## src/rtl/multicycle_mips.sv

```systemverilog
// Multi-cycle MIPS core: FETCH/DECODE/EXEC/MEM/WB over one shared ALU.
// Subset: add, sub, and, or, slt, lw, sw, beq, j, jal, jr.
// Ports:
//   clk, rst_n             clock, asynchronous active-low reset
//   IR_addr / IR           instruction address (= PC) / instruction word
//   RF_writedata / RF_we   register-file write data and commit strobe
//   dmem_req/we/addr/wdata data-memory request, held stable through MEM
//   dmem_rdata/dmem_ready  data-memory response; completes on req & ready
//   state                  FSM debug view (FETCH=0 .. WB=4)
module multicycle_mips #(
  parameter int unsigned DMEM_AW  = 7,
  parameter logic [31:0] RESET_PC = 32'h0000_0000
) (
  input  logic               clk,
  input  logic               rst_n,
  output logic [31:0]        IR_addr,
  input  logic [31:0]        IR,
  output logic [31:0]        RF_writedata,
  output logic               RF_we,
  output logic               dmem_req,
  output logic               dmem_we,
  output logic [DMEM_AW-1:0] dmem_addr,
  output logic [31:0]        dmem_wdata,
  input  logic [31:0]        dmem_rdata,
  input  logic               dmem_ready,
  output logic [2:0]         state
);

  localparam int unsigned XLEN = 32;
  localparam int unsigned RW   = 5;
  localparam int unsigned NREG = 32;

  localparam logic [5:0] OP_RTYPE = 6'h00;
  localparam logic [5:0] OP_J     = 6'h02;
  localparam logic [5:0] OP_JAL   = 6'h03;
  localparam logic [5:0] OP_BEQ   = 6'h04;
  localparam logic [5:0] OP_LW    = 6'h23;
  localparam logic [5:0] OP_SW    = 6'h2b;

  localparam logic [5:0] FN_JR  = 6'h08;
  localparam logic [5:0] FN_ADD = 6'h20;
  localparam logic [5:0] FN_SUB = 6'h22;
  localparam logic [5:0] FN_AND = 6'h24;
  localparam logic [5:0] FN_OR  = 6'h25;
  localparam logic [5:0] FN_SLT = 6'h2a;

  typedef enum logic [2:0] {
    S_FETCH  = 3'd0,
    S_DECODE = 3'd1,
    S_EXEC   = 3'd2,
    S_MEM    = 3'd3,
    S_WB     = 3'd4
  } state_t;

  typedef enum logic [2:0] {
    ALU_ADD, ALU_SUB, ALU_AND, ALU_OR, ALU_SLT
  } alu_op_t;

  state_t          st;
  logic [XLEN-1:0] pc, ir_reg, a, b, alu_out, mdr;
  logic [RW-1:0]   wr_addr;
  logic [XLEN-1:0] rf [NREG];

  // Instruction fields of the latched instruction
  logic [5:0]      opcode, funct;
  logic [RW-1:0]   rs, rt, rd;
  logic [XLEN-1:0] sext, jtarget;
  logic            r_alu;

  assign opcode  = ir_reg[31:26];
  assign rs      = ir_reg[25:21];
  assign rt      = ir_reg[20:16];
  assign rd      = ir_reg[15:11];
  assign funct   = ir_reg[5:0];
  assign sext    = {{16{ir_reg[15]}}, ir_reg[15:0]};
  assign jtarget = {pc[31:28], ir_reg[25:0], 2'b00};
  assign r_alu   = (opcode == OP_RTYPE) &&
                   (funct == FN_ADD || funct == FN_SUB || funct == FN_AND ||
                    funct == FN_OR  || funct == FN_SLT);

  assign IR_addr = pc;
  assign state   = st;

  // Shared ALU: PC+4 in FETCH, operation/address/branch target in EXEC
  logic [XLEN-1:0] alu_a, alu_b, alu_y;
  alu_op_t         alu_op;

  always_comb begin
    alu_a  = pc;
    alu_b  = XLEN'(4);
    alu_op = ALU_ADD;
    if (st == S_EXEC) begin
      if (opcode == OP_RTYPE) begin
        alu_a = a;
        alu_b = b;
        case (funct)
          FN_SUB:  alu_op = ALU_SUB;
          FN_AND:  alu_op = ALU_AND;
          FN_OR:   alu_op = ALU_OR;
          FN_SLT:  alu_op = ALU_SLT;
          default: alu_op = ALU_ADD;
        endcase
      end else if (opcode == OP_LW || opcode == OP_SW) begin
        alu_a = a;
        alu_b = sext;
      end else if (opcode == OP_BEQ) begin
        alu_b = {sext[XLEN-3:0], 2'b00};
      end
    end
  end

  always_comb begin
    alu_y = '0;
    case (alu_op)
      ALU_ADD: alu_y = alu_a + alu_b;
      ALU_SUB: alu_y = alu_a - alu_b;
      ALU_AND: alu_y = alu_a & alu_b;
      ALU_OR:  alu_y = alu_a | alu_b;
      ALU_SLT: alu_y = XLEN'($signed(alu_a) < $signed(alu_b));
      default: alu_y = '0;
    endcase
  end

  // Main FSM; RF_we/RF_writedata are loaded one edge ahead of the commit cycle
  always_ff @(posedge clk or negedge rst_n) begin
    if (!rst_n) begin
      st           <= S_FETCH;
      pc           <= RESET_PC;
      ir_reg       <= '0;
      a            <= '0;
      b            <= '0;
      alu_out      <= '0;
      mdr          <= '0;
      wr_addr      <= '0;
      RF_we        <= 1'b0;
      RF_writedata <= '0;
      dmem_req     <= 1'b0;
      dmem_we      <= 1'b0;
      dmem_addr    <= '0;
      dmem_wdata   <= '0;
    end else begin
      RF_we        <= 1'b0;
      RF_writedata <= '0;
      case (st)
        S_FETCH: begin
          ir_reg <= IR;
          pc     <= alu_y;
          st     <= S_DECODE;
        end
        S_DECODE: begin
          a  <= (rs == '0) ? '0 : rf[rs];
          b  <= (rt == '0) ? '0 : rf[rt];
          st <= S_EXEC;
          // jal commits its link during EXEC; PC already holds old PC+4
          if (opcode == OP_JAL) begin
            RF_we        <= 1'b1;
            RF_writedata <= pc;
            wr_addr      <= RW'(31);
          end
        end
        S_EXEC: begin
          st <= S_FETCH;
          if (r_alu) begin
            alu_out      <= alu_y;
            RF_we        <= 1'b1;
            RF_writedata <= alu_y;
            wr_addr      <= rd;
            st           <= S_WB;
          end else if (opcode == OP_RTYPE && funct == FN_JR) begin
            pc <= a;
          end else if (opcode == OP_LW || opcode == OP_SW) begin
            alu_out    <= alu_y;
            dmem_req   <= 1'b1;
            dmem_we    <= (opcode == OP_SW);
            dmem_addr  <= alu_y[DMEM_AW+1:2];
            dmem_wdata <= b;
            st         <= S_MEM;
          end else if (opcode == OP_BEQ) begin
            if (a == b) pc <= alu_y;
          end else if (opcode == OP_J || opcode == OP_JAL) begin
            pc <= jtarget;
          end
        end
        S_MEM: begin
          if (dmem_ready) begin
            dmem_req <= 1'b0;
            dmem_we  <= 1'b0;
            if (opcode == OP_LW) begin
              mdr          <= dmem_rdata;
              RF_we        <= 1'b1;
              RF_writedata <= dmem_rdata;
              wr_addr      <= rt;
              st           <= S_WB;
            end else begin
              st <= S_FETCH;
            end
          end
        end
        S_WB:    st <= S_FETCH;
        default: st <= S_FETCH;
      endcase
    end
  end

  // Register file; r0 writes are dropped
  always_ff @(posedge clk or negedge rst_n) begin
    if (!rst_n) begin
      for (int i = 0; i < NREG; i++) rf[i] <= '0;
    end else if (RF_we && wr_addr != '0) begin
      rf[wr_addr] <= RF_writedata;
    end
  end

  // ALUOut/MDR are architectural copies; shamt and address-truncated bits are not consumed
  logic unused_bits;
  assign unused_bits = ^{ir_reg[10:6], alu_y[XLEN-1:DMEM_AW+2], alu_y[1:0], alu_out, mdr};

endmodule

```

## config.mk

```make
export PLATFORM = sky130hd
export DESIGN_NAME = multicycle_mips
export DESIGN_NICKNAME = d
export VERILOG_FILES = /design/src/rtl/multicycle_mips.sv
export SDC_FILE = /design/constraint.sdc
export NUM_CORES = 2
export LEC_CHECK = 0
export CORE_MARGIN = 10
export CORE_UTILIZATION = 30
export CTS_BUF_LIST = sky130_fd_sc_hd__clkbuf_4 sky130_fd_sc_hd__clkbuf_8 sky130_fd_sc_hd__clkbuf_16
export DETAILED_ROUTE_END_ITERATION = 6
export GPL_TIMING_DRIVEN = 0
export PLACE_DENSITY_LB_ADDON = 0.15
export SLEW_MARGIN = 20
export SYNTH_ARGS = -nofsm -noshare
export SYNTH_HDL_FRONTEND = slang
export SYNTH_SLANG_ARGS = --single-unit
```

## constraint.sdc

```tcl
create_clock -name clk -period 5.8 [get_ports clk]
set_clock_uncertainty 0.2 [all_clocks]
set_input_delay 1.16 -clock clk [delete_from_list [all_inputs] [get_ports clk]]
set_output_delay 1.16 -clock clk [all_outputs]
set_load 0.01 [all_outputs]
```

==> run metrics <==
Core ar.=228000 sq um; initial core utilization=0.302; Critical Path Fanout Max=10; Worst EP arrival=6.12 ns; vias in the first global route=50492; Remaining DRCs=59; Seq cells post-synth=1234; final hold vios=0; Crit. End Element=flop; Max-Cap Viols=0; first-pass GRT wire length=416 mm; CTS HTree Levels=4; Distinct cells, synth=78; multi-input logic area=35900 sq um; GPL Wtd Cong=0.980; Layout Nets=5580; clock buffer depth=3; adder-cell area share of the yosys netlist=0.0180; clock sink count=1234; Lkg Pwr=35.5 nW; clock latency on the worst-skew pair=0.82 ns; sequential cell area=30900 sq um; gr usage total=0.236; HP Class=reg -> reg; number of cell rows=175; synthesized cell area=68800 sq um; post-synthesis simple-gate area fraction=0.0441; ANT nets after route=0; initial antenna violation count=7; Slew @ Worst Pin=1.24 ns; failing checks=design-rule violations; predominant post-synthesis flop cell=dfrtp_1; post-synthesis sequential area ratio=0.449; ys async rst share=1.00; post-synthesis instance total=5066; die width=499 um; total negative setup slack=0 ns; # setup viols final=0; number of flops mapped to enable cells by yosys=0; mux contribution to synthesized area=0.384; post-DR wirelength/cell=35.3 um; Root Driver=clkbuf_16; Slew headroom=0.174; DRT iter0 DRCs=4747; CTS tree=built; finished layout cell area=80500 sq um; Achievable Freq=174 MHz; Final min period=5.73 ns; status=finished, violations left; DRT Pass-1 Iters=7; largest family of logic cells by synthesized area=multiplexers; Slew Limit Fails=0; Worst Setup Path Type=reg -> reg; total of warnings raised by yosys=0; max reg flops=1024; Reg with most FFs=rf; I/O Buffers=175; CTS buffer count=152; Post-DP HPWL=224 mm; Layout Area Growth over Synthesis=17.0%; largest net degree at the start of global routing=143; most frequent cells in the layout=dfrtp_1, mux2_2, mux4_2, clkbuf_1, nand2_1; Post-Place Cell Area=74800 sq um; PD cells=430 nW/um^2; XOR/XNOR share of the synthesized area=0.00484; vias=48976; io pins=176; total die area=249000 sq um; die height=499 um; Post-Place Cells=8265; Mapped Nets=5231; post-DR vias/cell=5.73; Reg clk slew, reported paths=0.06 ns; grt ovf=0; post-synthesis compound-gate area fraction=0.0647; Synth Area per Inst=13.6 sq um; Startpoint Class=flop; commonest non-fill, non-tap cell in the layout=dfrtp_1; fill count=22300; worst vdd ir=388 uV; WL final=301 mm; worst path required time=6.19 ns; Final Cycle Share=0.989; Non-Filler Instances=8545; layout cells sized above 1=0.409
per-layer routing:
layer / vias up / global-route usage / share of wire
li1: 19998 / - / -
met1: 26381 / 0.300 / 0.41
met2: 2009 / 0.362 / 0.44
met3: 584 / 0.0660 / 0.078
met4: 4 / 0.133 / 0.068
met5: - / 0.00752 / 0.00091
what timing repair did:
action / 4_1_cts / 5_1_grt
buffers inserted: 5 / 5
hold buffers: 1 / 0
gates resized for setup: 67 / 47
hold endpoints to repair: 29 / 0
endpoints found under the setup margin: 60 / 40
pin swaps: 3 / 5
path summary, 6_finish.rpt:
check | startpoint | endpoint | slack [ns] | cells after the start
max in group asynchronous | rst_n | rf[985] | 2.67 | 5
setup / recovery | state[2] | RF_writedata[22] | 0.07 | 17
min in group asynchronous | rst_n | rf[168] | 0.67 | 2
hold / removal | rf[1011] | rf[1011] | 0.27 | 1
hold reg to reg | rf[1011] | rf[1011] | 0.27 | 1
setup reg to reg | state[2] | RF_writedata[22] | 0.07 | 17
power by group:
part	switching [W]	internal (W)	total [W]
logic	0.00952	0.00466	0.0142
clock network	0.00411	0.00581	0.00993
registers	0.00135	0.00919	0.0105
total	0.0150	0.0197	0.0346
synth_stat cells, types with 11 or more instances:
cell type | count | share of area
a31oi_1 | 15 | 0.0014
nor3_1 | 22 | 0.0016
a221oi_1 | 23 | 0.0029
buf_2 | 61 | 0.0044
o22ai_1 | 74 | 0.0067
dfrtp_1 | 1234 | 0.45
o21ai_1 | 32 | 0.0023
ha_1 | 96 | 0.017
a21oi_1 | 123 | 0.0090
and3_1 | 12 | 0.0011
o221ai_1 | 15 | 0.0019
nor4_1 | 15 | 0.0014
clkbuf_1 | 357 | 0.019
or3_1 | 11 | 0.0010
a211oi_1 | 20 | 0.0022
and2_1 | 11 | 0.0010
nor2_1 | 131 | 0.0072
inv_1 | 110 | 0.0060
a222oi_1 | 21 | 0.0031
mux2_2 | 1160 | 0.19
nand3_1 | 34 | 0.0025
nor2b_1 | 67 | 0.0061
nand4_1 | 15 | 0.0014
buf_1 | 88 | 0.0048
mux2i_1 | 39 | 0.0057
xnor2_1 | 33 | 0.0042
mux4_2 | 576 | 0.19
o21bai_1 | 11 | 0.0012
o211ai_1 | 24 | 0.0026
o21a_1 | 11 | 0.0012
a221o_1 | 14 | 0.0020
a22oi_1 | 36 | 0.0039
o21ai_0 | 86 | 0.0063
nand2b_1 | 23 | 0.0021
o31ai_1 | 68 | 0.0074
nand2_1 | 286 | 0.016
logic make-up (layout without fill, tap and decap cells):
| kind of cell | Yosys count | in the layout |
|---|---|---|
| muxes | 1775 | 1775 |
| adders and majority gates | 98 | 98 |
| xor gates and xnor gates | 38 | 38 |
| DFF | 1234 | 1234 |
| other | 0 | 3 |
| and+or+nand+nor | 653 | 653 |
| AOI/OAI and AO/OA | 650 | 650 |
| buffers and inverters | 618 | 1085 |
critical path, stage by stage, from the launching register on:
cell and delay [ns]:
dfrtp_1 0.38, clkbuf_2 0.25, nor2_4 0.25, nand2_1 0.22, buf_2 0.30, a21oi_4 0.24, buf_4 0.29, mux2_2 0.42
ha_1 0.37, a21oi_2 0.32, a21bo_2 0.29, and3b_1 0.23, o21ai_2 0.24, nand2_1 0.20, a221o_1 0.40, a221o_1 0.31
a21oi_1 0.31, o21ai_1 0.24
through the flow:
| stage | utilization | setup slack [ns] | hold slack [ns] | total power [W] |
|---|---|---|---|---|
| 2_1_floorplan | - | 0.899 | 0.241 | 0.0174 |
| 3_3_place_gp | 0.326 | -56.41 | 0.254 | 0.0242 |
| 3_5_place_dp | 0.328 | -1.93 | 0.265 | 0.0243 |
| 4_1_cts | 0.352 | 0.0240 | 0.280 | 0.0344 |
| 5_1_grt | 0.353 | -0.00364 | 0.295 | 0.0357 |
| 6_report | 0.353 | 0.0650 | 0.272 | 0.0346 |
cell type report:
| type | count | share of cell area |
|---|---|---|
| Multi-Input combinational cell | 3214 | 0.446 |
| Sequential cell | 1234 | 0.384 |
| Clock buffer | 231 | 0.0586 |
| Tap cell | 3009 | 0.0468 |
| Timing Repair Buffer | 201 | 0.0280 |
| Buffer | 502 | 0.0258 |
| Clock inverter | 41 | 0.00594 |
| Inverter | 110 | 0.00513 |
| Antenna cell | 3 | 0.0000933 |
No activity file was read; power rests on OpenSTA's default activity.
